File: src/rtl/aiv_timing_pkg.sv
// AIV raster timing constants shared by the transmit generator and receive trackers.
// 625-line interlaced PAL at 13.5 MHz dot rate from an 81 MHz system clock.
package aiv_timing_pkg;

    localparam int CLK_DIV          = 6;
    localparam int H_TOTAL          = 864;
    localparam int H_ACTIVE_START   = 72;
    localparam int H_ACTIVE         = 720;
    localparam int V_ACTIVE_START   = 23;
    localparam int V_ACTIVE         = 288;
    localparam int ODD_FIELD_LINES  = 313;
    localparam int EVEN_FIELD_LINES = 312;

    localparam int DIV_W = 8;

    typedef logic [9:0]       coord_t;
    typedef logic [DIV_W-1:0] div_t;

    function automatic coord_t last_line(input logic odd);
        return odd ? coord_t'(ODD_FIELD_LINES - 1)
                   : coord_t'(EVEN_FIELD_LINES - 1);
    endfunction

endpackage

File: src/rtl/aiv_raster_counter.sv
// clk_div/dot/line/field raster counters with run gating and optional genlock load.
// AIV_SYNC_GENLOCK_EN adds extVsync, which restarts the raster at line 0 of the odd field.
module aiv_raster_counter #(
    parameter int CLK_DIV = aiv_timing_pkg::CLK_DIV,
    parameter int H_TOTAL = aiv_timing_pkg::H_TOTAL
) (
    input  logic       clk,
    input  logic       nReset,
    input  logic       run,
`ifdef AIV_SYNC_GENLOCK_EN
    input  logic       extVsync,
`endif
    output logic [7:0] clk_div_o,
    output logic [9:0] dot_o,
    output logic [9:0] line_o,
    output logic       odd_o
);
    import aiv_timing_pkg::*;

    div_t   clk_div_q, clk_div_d;
    coord_t dot_q, dot_d;
    coord_t line_q, line_d;
    logic   odd_q, odd_d;

    logic div_wrap, dot_wrap, line_wrap, load;

    assign div_wrap  = (clk_div_q == div_t'(CLK_DIV - 1));
    assign dot_wrap  = div_wrap && (dot_q == coord_t'(H_TOTAL - 1));
    assign line_wrap = dot_wrap && (line_q == last_line(odd_q));

`ifdef AIV_SYNC_GENLOCK_EN
    logic [2:0] sync_q;
    logic       edge_q;

    always_ff @(posedge clk) begin
        if (!nReset || !run) begin
            sync_q <= '0;
            edge_q <= 1'b0;
        end else begin
            sync_q <= {sync_q[1:0], extVsync};
            edge_q <= sync_q[1] & ~sync_q[2];
        end
    end

    // Already at the frame origin: let the raster run on undisturbed.
    assign load = edge_q && !(line_q == '0 && dot_q == '0 && odd_q);
`else
    assign load = 1'b0;
`endif

    always_comb begin
        clk_div_d = div_wrap ? '0 : clk_div_q + 1'b1;
        dot_d     = dot_q;
        line_d    = line_q;
        odd_d     = odd_q;
        if (div_wrap) begin
            dot_d = dot_wrap ? '0 : dot_q + 1'b1;
        end
        if (dot_wrap) begin
            line_d = line_wrap ? '0 : line_q + 1'b1;
        end
        if (line_wrap) begin
            odd_d = ~odd_q;
        end
        if (load) begin
            clk_div_d = '0;
            dot_d     = '0;
            line_d    = '0;
            odd_d     = 1'b1;
        end
    end

    always_ff @(posedge clk) begin
        if (!nReset || !run) begin
            clk_div_q <= '0;
            dot_q     <= '0;
            line_q    <= '0;
            odd_q     <= 1'b1;
        end else begin
            clk_div_q <= clk_div_d;
            dot_q     <= dot_d;
            line_q    <= line_d;
            odd_q     <= odd_d;
        end
    end

    assign clk_div_o = clk_div_q;
    assign dot_o     = dot_q;
    assign line_o    = line_q;
    assign odd_o     = odd_q;

endmodule

File: src/rtl/aiv_sync_generator.sv
// Transmit-side AIV sync generator: registered hsync/vsync/field/active-region decode.
// Define AIV_SYNC_GENLOCK_EN to add the extVsync genlock input.
module aiv_sync_generator #(
    parameter int CLK_DIV        = aiv_timing_pkg::CLK_DIV,
    parameter int H_TOTAL        = aiv_timing_pkg::H_TOTAL,
    parameter int H_ACTIVE_START = aiv_timing_pkg::H_ACTIVE_START,
    parameter int H_ACTIVE       = aiv_timing_pkg::H_ACTIVE,
    parameter int V_ACTIVE_START = aiv_timing_pkg::V_ACTIVE_START,
    parameter int V_ACTIVE       = aiv_timing_pkg::V_ACTIVE,
    parameter int HSYNC_WIDTH    = 1,
    parameter int VSYNC_WIDTH    = 1
) (
    input  logic       clk,
    input  logic       nReset,
    input  logic       run,
`ifdef AIV_SYNC_GENLOCK_EN
    input  logic       extVsync,
`endif
    output logic       hsync,
    output logic       vsync,
    output logic       isFieldOdd,
    output logic       dot_strobe,
    output logic [9:0] active_frame_dot,
    output logic [9:0] active_frame_line,
    output logic       display_enable,
    output logic       frame_start_flag
);
    import aiv_timing_pkg::*;

    div_t   clk_div;
    coord_t dot, line, line_off;
    logic   odd, h_act, v_act, act, origin;

    aiv_raster_counter #(
        .CLK_DIV (CLK_DIV),
        .H_TOTAL (H_TOTAL)
    ) u_cnt (
        .clk       (clk),
        .nReset    (nReset),
        .run       (run),
`ifdef AIV_SYNC_GENLOCK_EN
        .extVsync  (extVsync),
`endif
        .clk_div_o (clk_div),
        .dot_o     (dot),
        .line_o    (line),
        .odd_o     (odd)
    );

    assign h_act = (dot >= coord_t'(H_ACTIVE_START))
                && (dot < coord_t'(H_ACTIVE_START + H_ACTIVE));
    assign v_act = (line >= coord_t'(V_ACTIVE_START))
                && (line < coord_t'(V_ACTIVE_START + V_ACTIVE));
    assign act      = h_act && v_act;
    assign line_off = line - coord_t'(V_ACTIVE_START);
    assign origin   = (dot == '0);

    logic   hsync_q, vsync_q, odd_q, strobe_q, de_q, fsf_q;
    coord_t afd_q, afl_q;

    always_ff @(posedge clk) begin
        if (!nReset || !run) begin
            hsync_q  <= 1'b0;
            vsync_q  <= 1'b0;
            odd_q    <= 1'b1;
            strobe_q <= 1'b0;
            de_q     <= 1'b0;
            fsf_q    <= 1'b0;
            afd_q    <= '0;
            afl_q    <= '0;
        end else begin
            hsync_q  <= origin && (clk_div < div_t'(HSYNC_WIDTH));
            vsync_q  <= origin && (line == '0)
                     && (clk_div < div_t'(VSYNC_WIDTH));
            odd_q    <= odd;
            strobe_q <= (clk_div == '0);
            de_q     <= act;
            fsf_q    <= odd && (clk_div == '0)
                     && (line == coord_t'(V_ACTIVE_START))
                     && (dot == coord_t'(H_ACTIVE_START));
            afd_q    <= act ? dot - coord_t'(H_ACTIVE_START) : '0;
            afl_q    <= act ? (line_off << 1) | coord_t'(odd) : '0;
        end
    end

    assign hsync             = hsync_q;
    assign vsync             = vsync_q;
    assign isFieldOdd        = odd_q;
    assign dot_strobe        = strobe_q;
    assign display_enable    = de_q;
    assign frame_start_flag  = fsf_q;
    assign active_frame_dot  = afd_q;
    assign active_frame_line = afl_q;

endmodule

File: config.mk
export PLATFORM = sky130hd
export DESIGN_NAME = aiv_sync_generator
export DESIGN_NICKNAME = d
export VERILOG_FILES = /design/src/rtl/aiv_timing_pkg.sv /design/src/rtl/aiv_raster_counter.sv /design/src/rtl/aiv_sync_generator.sv
export SDC_FILE = /design/constraint.sdc
export NUM_CORES = 1
export LEC_CHECK = 0
export CAP_MARGIN = 20
export CORE_ASPECT_RATIO = 1.1
export CORE_MARGIN = 1.5
export CORE_UTILIZATION = 56
export DETAILED_ROUTE_END_ITERATION = 10
export GPL_TIMING_DRIVEN = 0
export PLACE_DENSITY_LB_ADDON = 0.05
export SYNTH_ARGS = -nofsm -noshare
export SYNTH_HDL_FRONTEND = slang
export SYNTH_SLANG_ARGS = --single-unit
File: constraint.sdc
create_clock -name clk -period 2.45 [get_ports clk]
set_clock_uncertainty 0.05 [all_clocks]
set_input_delay 0.49 -clock clk [delete_from_list [all_inputs] [get_ports clk]]
set_output_delay 0.49 -clock clk [all_outputs]
set_load 0.01 [all_outputs]
==> reports/results.tsv <==
stage	metric	value	unit
status	status	finished clean	
drt	total number of vias	2344	
clocking	Sink Count	55	
sta	RSZ-0062 raised after global routing	false	
sta	final setup vio count	0	
worst_setup_path	Data arrival, critical path	2.41	ns
clocking	Post-CTS Setup Repair Bufs	0	
grt	initial antenna violation count	0	
worst_setup_path	R2R setup slack	0.24	ns
place	placed cell areas	2970	um2
power_and_ir_drop	Max VDD drop	0.259	mV
sta	Final min period	2.21	ns
flow_run	max cap viols	0	
drt	DR iter-0 viols	123	
worst_setup_path	peak fanout along the critical path	10	
sta	total negative slack	0	ns
yosys	sequential share of the synthesized area	42.0	%
worst_setup_path	Worst Setup End Kind	register	
drt	post-route ant nets	0	
drt	drt pass-1 iters	5	
drt	Total Wirelength	5680	um
place	Final HPWL DP	4160	um
sta	Final Max Tran Viols	0	
grt	vias in the first global route	2074	
yosys	ys async rst share	0	%
power_and_ir_drop	Leakage	0.954	nW
clocking	clock root buffer	clkbuf_8	
floorplanning	Die Height	74.7	um
sta	Final Hold Viols	0	
sta	final worst-path cycle share	90.3	%
floorplanning	Ports	29	
grt	Congestion Overflow GR	0	
cells_and_area	Area Growth Syn to Fin	17.3	%
clocking	clk_lat worst skew	0.31	ns
drt	Via density	5.92	
yosys	cell count after synthesis	306	
cells_and_area	Final Cell Area	3070	um2
sta	Relative slew margins	48.7	%
yosys	#FFs+latches synth	55	
yosys	Ys Warns	0	
sta	Tightest Pin Transition	0.763	ns
worst_setup_path	FF-to-FF path depth	7	
yosys	EDFF count, synth	0	
clocking	TritonCTS clock tree	yes	
sta	Hold WS	0.463	ns
worst_setup_path	Worst setup startpoint	u_cnt.clk_div_o[0]	
yosys	Synth Net Count	319	
cells_and_area	final core occ	69.7	%
place	Placer Congestion	0.852	
floorplanning	Initial Utilization	59.4	%
floorplanning	DIE WIDTH	68.2	um
floorplanning	die area	5100	um2
yosys	Synth Area per Inst	8.56	um2
cells_and_area	nets	354	
sta	Fmax	452	MHz
power_and_ir_drop	P per Cell Area	472	nW/um2
clocking	CTS clock-pin slew for the worst setup and hold paths	0.10	ns
floorplanning	core box area	4410	um2
min_path	Hold Path Class	register to register	
yosys	post-synth cell types	46	
floorplanning	# rows	25	
grt	Total GRT Usage	24.3	%
clocking	CTS Buf Count	5	
worst_setup_path	type of the worst setup path	register to register	
grt	first-pass GRT wire length	9540	um
worst_setup_path	CP startpoint kind	register	
cells_and_area	# diodes	0	
place	IO buf count	28	
worst_setup_path	Worst EP required	2.64	ns
drt	Remaining DRCs	0	
worst_setup_path	Reg2Reg Capture Point	u_cnt.line_o[7]	
yosys	Synth Flop Type	dfxtp_1	
worst_setup_path	reg-to-reg startpoint	u_cnt.clk_div_o[0]	
drt	Avg WL per Cell	14.3	um
grt	largest net degree at the start of global routing	19	
worst_setup_path	Setup crit end	u_cnt.line_o[7]	
clocking	H-tree Lvls	2	
cells_and_area	fraction of layout cells with a size suffix above 1	5.26	%
yosys	Post-Syn Area	2620	um2
clocking	CTS max path bufs	2	
what timing repair did:
action                                 CTS  global route
endpoints found under the hold margin    0             0
hold buffers                             0             0
cloned                                   0             0
resized for setup                        1             6
setup endpoints to repair                3             4
per-layer routing:
metal  share of wire [%]  vias to the layer above  global-route usage, %
met5                   0                        -                      0
met4                 1.5                        0                   9.11
met3                 6.1                        9                   3.29
met2                  47                       86                   40.2
met1                  45                     1080                   32.3
li1                    -                     1169                      -
logic make-up (layout without fill, tap and decap cells):
family                   count (synthesis)  after routing  share of synthesized area (%)
multiplexers                             2              2                          0.812
AND/OR/NAND/NOR                        134            134                           27.6
buffers and inverters                   37             73                           5.30
AO/OA/AOI/OAI                           46             46                           12.1
flip-flops                              55             55                           42.0
XOR/XNOR                                22             22                           7.35
adder cells (fa/ha/maj)                 10             10                           4.78
per-stage QoR:
stage | worst slack (ns) | power (mW) | instances
global placement | 0.0288 | 0.954 | 388
CTS | 0.0482 | 1.46 | 396
finish | 0.237 | 1.45 | 396
floorplan | 0.431 | 0.939 | 306
global route | 0.0294 | 1.50 | 396
detailed placement | 0.0216 | 0.955 | 388
state kept, by name, summed over array words and instances, names as in the netlist:
signal and flops:
active_frame_dot 10, active_frame_line 10, display_enable 1, dot_strobe 1
frame_start_flag 1, hsync 1, isFieldOdd 1, u_cnt.clk_div_o 8
u_cnt.dot_o 10, u_cnt.line_o 10, u_cnt.odd_o 1, vsync 1
power by group:
| group | internal (mW) | total (mW) | switching (mW) |
|---|---|---|---|
| sequential | 0.898 | 0.901 | 0.00290 |
| combinational | 0.0141 | 0.0335 | 0.0195 |
| clock | 0.205 | 0.516 | 0.311 |
| total | 1.12 | 1.45 | 0.333 |
worst min-delay path by stage:
stage / start / endpoint / slack, ns / cells after the start
after floorplan: u_cnt.clk_div_o[0] / u_cnt.clk_div_o[0] / 0.40 / 1
after global placement: u_cnt.clk_div_o[0] / u_cnt.clk_div_o[0] / 0.43 / 1
after detailed placement: u_cnt.clk_div_o[0] / u_cnt.clk_div_o[0] / 0.44 / 1
after CTS: u_cnt.clk_div_o[0] / u_cnt.clk_div_o[0] / 0.46 / 1
after global routing: u_cnt.clk_div_o[0] / u_cnt.clk_div_o[0] / 0.48 / 1
final: u_cnt.clk_div_o[0] / u_cnt.clk_div_o[0] / 0.46 / 1
Yosys cell counts, types with 5 or more instances:
| cell | instances | area share [%] |
|---|---|---|
| dfxtp_1 | 55 | 42 |
| nor2_1 | 23 | 3.3 |
| xnor2_1 | 18 | 6.0 |
| ha_1 | 10 | 4.8 |
| nand3_1 | 10 | 1.9 |
| inv_1 | 13 | 1.9 |
| nand2_1 | 22 | 3.2 |
| a21oi_1 | 7 | 1.3 |
| nand4_1 | 6 | 1.4 |
| clkbuf_1 | 20 | 2.9 |
| o21ai_0 | 7 | 1.3 |
| or3_1 | 5 | 1.2 |
| nor4_1 | 14 | 3.3 |
| nor3_1 | 24 | 4.6 |
| o211ai_1 | 9 | 2.6 |
final cells by class:
class / instances / area (um2)
multi-input cells: 214 / 1390
fillers: 388 / 1340
flip-flops and latches: 55 / 1100
repair buffers: 28 / 280
plain buffers: 24 / 92.6
clock buffers: 5 / 68.8
well taps: 54 / 67.6
inverters: 13 / 48.8
clock inverters: 3 / 23.8
critical path: stages, from the launching register on:
cell       delay (ns)
dfxtp_1          0.43
ha_1             0.19
nand4bb_1        0.10
clkbuf_1         0.23
or3_1            0.42
clkbuf_2         0.22
nor4_2           0.30
mux2i_1          0.21
layout by cell type, fill, tap and decap left out, drive strengths merged, types with 4 or more instances in the layout:
master,synthesis,routed
and2,4,4
nor3,24,24
dfxtp,55,55
buf,4,4
o211ai,9,9
nor2,23,23
nand3,10,10
o21ai,8,8
and3,4,4
xnor2,18,18
nand4,6,6
nand2b,4,4
xor2,4,4
ha,10,10
a31oi,4,4
a21oi,7,7
nand2,22,22
clkdlybuf4s50,0,28
nor4,14,14
or3,6,6
inv,13,14
clkbuf,20,25
(Power assumes the default switching activity.)
